==> config.mk <==
export PLATFORM = sky130hd
export DESIGN_NAME = mul_seq
export DESIGN_NICKNAME = d
export VERILOG_FILES = /design/src/rtl/mul_seq.sv
export SDC_FILE = /design/constraint.sdc
export NUM_CORES = 1
export LEC_CHECK = 0
export CORE_MARGIN = 5
export CORE_UTILIZATION = 42
export CTS_CLUSTER_DIAMETER = 80
export DETAILED_ROUTE_END_ITERATION = 10
export HOLD_SLACK_MARGIN = 0.08
export MAX_ROUTING_LAYER = met4
export PLACE_DENSITY = 0.78
export SETUP_SLACK_MARGIN = 0.1
export SYNTH_ARGS = -nofsm -noshare
export SYNTH_HDL_FRONTEND = slang
export SYNTH_SLANG_ARGS = --single-unit
==> constraint.sdc <==
create_clock -name clk -period 1.5 [get_ports clk]
set_input_delay 0.3 -clock clk [delete_from_list [all_inputs] [get_ports clk]]
set_output_delay 0.3 -clock clk [all_outputs]
set_load 0.005 [all_outputs]
==> src/rtl/mul_seq.sv <==
// Iterative shift-and-add multiplier sequencer. Feeds an external ripple adder
// one partial product per cycle and keeps the low WIDTH bits of the product.
module mul_seq #(
    parameter int WIDTH = 64
) (
    input  logic             clk,
    input  logic             reset,
    input  logic             start,
    input  logic [WIDTH-1:0] multiplicand,
    input  logic [WIDTH-1:0] multiplier,
    output logic [WIDTH-1:0] add_a,
    output logic [WIDTH-1:0] add_b,
    input  logic [WIDTH-1:0] add_sum,
    output logic             busy,
    output logic             done,
    output logic [WIDTH-1:0] product,
    output logic [1:0]       state_dbg
);

    localparam int CNT_W = $clog2(WIDTH);

    typedef enum logic [1:0] {
        ST_IDLE = 2'd0,
        ST_BUSY = 2'd1,
        ST_DONE = 2'd2
    } state_t;

    state_t             state_q, state_d;
    logic [WIDTH-1:0]   acc_q, acc_d;
    logic [WIDTH-1:0]   mcand_q, mcand_d;
    logic [WIDTH-1:0]   mplier_q, mplier_d;
    logic [CNT_W-1:0]   count_q, count_d;
    logic [WIDTH-1:0]   product_q, product_d;

    always_ff @(posedge clk) begin
        if (reset) begin
            state_q   <= ST_IDLE;
            acc_q     <= '0;
            mcand_q   <= '0;
            mplier_q  <= '0;
            count_q   <= '0;
            product_q <= '0;
        end else begin
            state_q   <= state_d;
            acc_q     <= acc_d;
            mcand_q   <= mcand_d;
            mplier_q  <= mplier_d;
            count_q   <= count_d;
            product_q <= product_d;
        end
    end

    always_comb begin
        state_d   = state_q;
        acc_d     = acc_q;
        mcand_d   = mcand_q;
        mplier_d  = mplier_q;
        count_d   = count_q;
        product_d = product_q;

        case (state_q)
            ST_IDLE, ST_DONE: begin
                // DONE accepts a new start directly so back-to-back ops have no bubble.
                if (start) begin
                    acc_d    = '0;
                    mcand_d  = multiplicand;
                    mplier_d = multiplier;
                    count_d  = '0;
                    state_d  = ST_BUSY;
                end else begin
                    state_d  = ST_IDLE;
                end
            end
            ST_BUSY: begin
                acc_d    = add_sum;
                mcand_d  = mcand_q << 1;
                mplier_d = mplier_q >> 1;
                count_d  = count_q + CNT_W'(1);
                if (count_q == CNT_W'(WIDTH - 1)) begin
                    product_d = add_sum;
                    state_d   = ST_DONE;
                end
            end
            default: begin
                state_d = ST_IDLE;
            end
        endcase
    end

    // Adder operands are forced to zero outside BUSY so the adder sits quiet.
    assign busy      = (state_q == ST_BUSY);
    assign done      = (state_q == ST_DONE);
    assign add_a     = busy ? acc_q : '0;
    assign add_b     = (busy && mplier_q[0]) ? mcand_q : '0;
    assign product   = product_q;
    assign state_dbg = state_q;

endmodule
# Yosys cells after proc, flatten, opt, wreduce, memory -nomap -nowiden
# Index checks and enable logic that the tools add are counted.
[totals]
register_bits = 264
in_bits = 195
output_inout_bits = 196
elab_cells = 31
[classes]
n_addsub = 1
n_eq_ne = 5
mux = 13
n_reduce_logical = 6
[op_table]
columns = ["cell", "n"]
rows = [
  ["64-bit one-hot mux with 2 select lines", 3],
  ["64-bit two-way mux", 5],
  ["6-bit one-hot mux with 2 select lines", 1],
  ["6-bit by 1-bit adder with 6-bit output (second input constant)", 1],
  ["6-bit equality test (second input constant)", 1],
  ["6-bit two-way mux", 1],
  ["2-bit one-hot mux with 2 select lines", 1],
  ["2-bit AND reduction", 2],
  ["2-bit by 1-bit equality test with 1-bit output (second input constant)", 1],
  ["2-bit equality test (second input constant)", 1],
  ["2-bit zero test", 1],
  ["2-bit two-way mux", 1],
  ["2-bit by 1-bit inequality test with 1-bit output (second input constant)", 1],
  ["2-bit inequality test (second input constant)", 1],
  ["2-bit nonzero test", 1],
  ["2-bit OR reduction", 1],
  ["1-bit logical AND", 1],
  ["1-bit two-way mux", 1],
]

# Logic depth before layout (Yosys ltp)
[logic_depth]
depth_word = 4
depth_mapped = 7
depth_no_buf = 4

# Worst setup path before layout
# Ideal clock, no wire load.
[synth_timing]
path_type = "register to output"
start = "register state_q[1] (netlist: state_dbg[1])"
end = "output port add_a[10]"
arrival_ns = 1.226
required_time_ns = 1.200
slack_ns = -0.026
stages_incl_launch_ff = 7
n_path_buf = 3
cell_sequence = "dfxtp_1 > nand2b_1 > inv_2 > buf_2 > buf_2 > clkbuf_1 > and2_1"
[synth_via]
elab_chain_len = 2
[synth_lines]
columns = ["item", "line_no", "text"]
rows = [
  ["start: declaration", "28", "state_t state_q, state_d;"],
  ["start signal: assignment", "44", "state_q <= state_d;"],
  ["2-bit by 1-bit equality test with 1-bit output", "91", "assign busy = (state_q == ST_BUSY);"],
  ["64-bit two-way mux", "93", "assign add_a = busy ? acc_q : '0;"],
  ["end: declaration", "11", "output logic [WIDTH-1:0] add_a,"],
]
# Every way passes these cells.

# Worst setup path after layout
[layout_timing]
start = "register state_q[1] (netlist: state_dbg[1])"
end = "output port add_b[31]"
[layout_via]
elab_chain_len = 3
[layout_lines]
columns = ["item", "line_no", "text"]
rows = [
  ["2-bit by 1-bit equality test with 1-bit output", "91", ""],
  ["1-bit logical AND", "94", "assign add_b = (busy && mplier_q[0]) ? mcand_q : '0;"],
  ["64-bit two-way mux", "94", ""],
  ["end: declaration", "12", "output logic [WIDTH-1:0] add_b,"],
]
# Every way passes these cells.

==> impl_metrics.toml <==
[synthesis]
synth_area_leaders = "dfxtp_1 45%, nand3_1 8.5%, a21oi_1 8.4%"
synth_common_cells = "264 x dfxtp_1, 197 x nand3_1, 196 x a21oi_1"
async_flop_share = 0
synth_nets = 1535
synth_top_area_share = 0.455
synthDistinctLibCells = 30
synth_area_per_cell_sq_um = 8.68
yosys_warnings = 0
netlist_area_sq_um = 11600
syn_inst = 1339
synth_edf_count = 0
yosysTopAreaCell = "dfxtp_1"
ys_seq_elements = 264
yosysSeqAreaShare = 0.455
synth_flop_cell = "dfxtp_1"
synth_most_common_cell = "dfxtp_1"

[grt]
grt_max_degree = 64
top_usage_layer = "met2"
grt_pass1_wl_um = 71900
antenna_found_initial = 3
use_met3 = 0.0623
grt_util_met2 = 0.510
met1_usage = 0.329
grt_pass1_vias = 12891
grt_usage = 0.294
overflow = 0

[detailed_routing]
drtPass1Iterations = 6
route.antenna.remaining_nets = 0
drcViolationCount = 0
routed_via_density = 5.81
first_iter_violations = 959
wl_per_cell_um = 22.6
num_vias = 12779
finalWirelength_um = 49800

[cells_and_area]
fin_nets = 2005
layout-drive-gt1-share = 0.361
fillers = 1770
syn_to_final_growth_pct = 74.7

[sta]
whs_ns = 0.170
worst_slew_margin_rel = 0.776
hold_viol = 0
worstMarginPinSlew_ns = 0.337
setup_tns_ns = -141.77
fmax_mhz = 473
slew_violations = 0
rsz0062_at_grt = "yes"
setup_violations = 374
skew_ns = 0.0117
layout_setup_ws_ns = -0.616
finalCriticalPeriod_ns = 2.12
period_share = 1.41

[setup_path]
end_kind = "output pin"
worstSetupStartpointType = "flip-flop"
crit_path_max_fanout = 15
crit_arrival_ns = 1.82
r2r_cells = 10
cp_data_required_time_ns = 1.20
crit_type = "reg2out"

[placement]
hpwl_um = 27500
gp_congestion = 0.888
io_buffers = 390

[clock_tree]
cts_tree = "yes"
htree_levels = 1
cts_buffers = 28
clk_latency_ns = 0.55
root_buffer = "clkbuf_16"
path_clk_slew_ns = 0.06
clock-sinks = 264
cts_hold_buf = 0
cts_buffer_depth = 3

[power]
pwr-share-seq = 0.412
combPwrFrac = 0.209
p_int_w = 0.0136
vdd_drop_max_mv = 0.693
p_sw_w = 0.00492
p_per_area_nw_per_um2 = 914
p_sw_frac = 0.265
p_leak_nw = 7.78
clockPowerShare = 0.379

[die]
placementRows = 60
start_util = 0.429
die_w_um = 176
io-pin-count = 391
die-area_sq_um = 31100
core-area_sq_um = 27100
die_h_um = 176

[run]
cap_violations = 0

[min_path]
hold_class = "in2reg"
min_path_cells = 2

[status]
status = "finished, violations left"
violations = "negative setup slack"
-- placed cells by master (no fill, tap or decap), types with 26 or more instances in the layout --
master and instances:
a21oi_1 186, a22oi_1 30, a22oi_2 96, and2_1 26
and2_4 38, and3_4 49, buf_12 49, buf_16 34
buf_2 56, buf_4 55, buf_6 96, clkbuf_16 38
clkdlybuf4s15_2 39, clkdlybuf4s50_1 193, dfxtp_1 232, dfxtp_2 32
mux2i_1 59, nand2_1 68, nand2b_1 129, nand3_1 188
-- area by class of cell --
| cell class | instances | area [sq um] | share of cell area |
|---|---|---|---|
| Sequential cell | 264 | 5330 | 0.262 |
| Timing Repair Buffer | 585 | 7010 | 0.345 |
| Inverter | 1 | 16.3 | 0.000801 |
| Tap cell | 372 | 465 | 0.0229 |
| Clock inverter | 8 | 97.6 | 0.00481 |
| Clock buffer | 39 | 823 | 0.0406 |
| Antenna cell | 3 | 7.51 | 0.000370 |
| Multi-Input combinational cell | 929 | 6560 | 0.323 |
-- flip-flops by register name, indices dropped and copies added, names as in the netlist --
name       flops
acc_q         64
count_q        6
mcand_q       64
mplier_q      64
product       64
state_dbg      2
-- worst paths after layout --
check,to,slack [ns],startpoint
max,add_b[31],-0.62,state_dbg[1]$_SDFFE_PP0P_
min,acc_q[24]$_SDFFE_PP0P_,0.17,reset
max reg2reg,product[59]$_SDFFE_PP0P_,-0.48,state_dbg[1]$_SDFFE_PP0P_
min reg2reg,acc_q[46]$_SDFFE_PP0P_,0.46,acc_q[46]$_SDFFE_PP0P_
-- metrics by stage --
step	instance area (sq um)	setup WS, ns	utilization	std cells	total power, W
after floorplan	11700	0.106	-	1339	0.00886
after global placement	16400	-0.348	0.606	2046	0.0101
after detailed placement	16400	-0.357	0.606	2046	0.0102
after CTS	19500	-0.580	0.718	2181	0.0182
after global routing	20300	-0.657	0.749	2201	0.0191
final	20300	-0.616	0.749	2201	0.0186
-- metal layers --
metal	routed length (um)	vias to the layer above
met1	18200	6154
met2	24900	716
met5	0	-
met3	4080	195
li1	-	5714
met4	2560	0
-- critical path: stages, from the launching register on --
cell	delay, ns
dfxtp_2	0.33
nand2b_4	0.17
inv_12	0.05
buf_12	0.12
buf_12	0.13
buf_12	0.14
and3_1	0.18
buf_2	0.13
-- power groups by stage --
stage / clock [W] / sequential, W / combinational (W)
2_1_floorplan: 0 / 0.00764 / 0.00122
3_3_place_gp: 0 / 0.00772 / 0.00241
3_5_place_dp: 0 / 0.00773 / 0.00246
4_1_cts: 0.00704 / 0.00761 / 0.00355
5_1_grt: 0.00741 / 0.00767 / 0.00406
6_report: 0.00704 / 0.00764 / 0.00387
-- logic make-up after synthesis --
| logic type | after synthesis | synth area share |
|---|---|---|
| simple gates | 536 | 0.253 |
| compound gates | 325 | 0.167 |
| flops | 264 | 0.455 |
| buf+inv | 146 | 0.0654 |
| mux | 67 | 0.0580 |
| fa+ha+maj | 1 | 0.00108 |
-- timing repair --
item                       CTS  global route
pin swaps                  164            12
buffers inserted            55            15
gates resized for setup    985           143
gates cloned                36             9
setup endpoints to repair  424           445
Power figures use the tool's default switching activity.
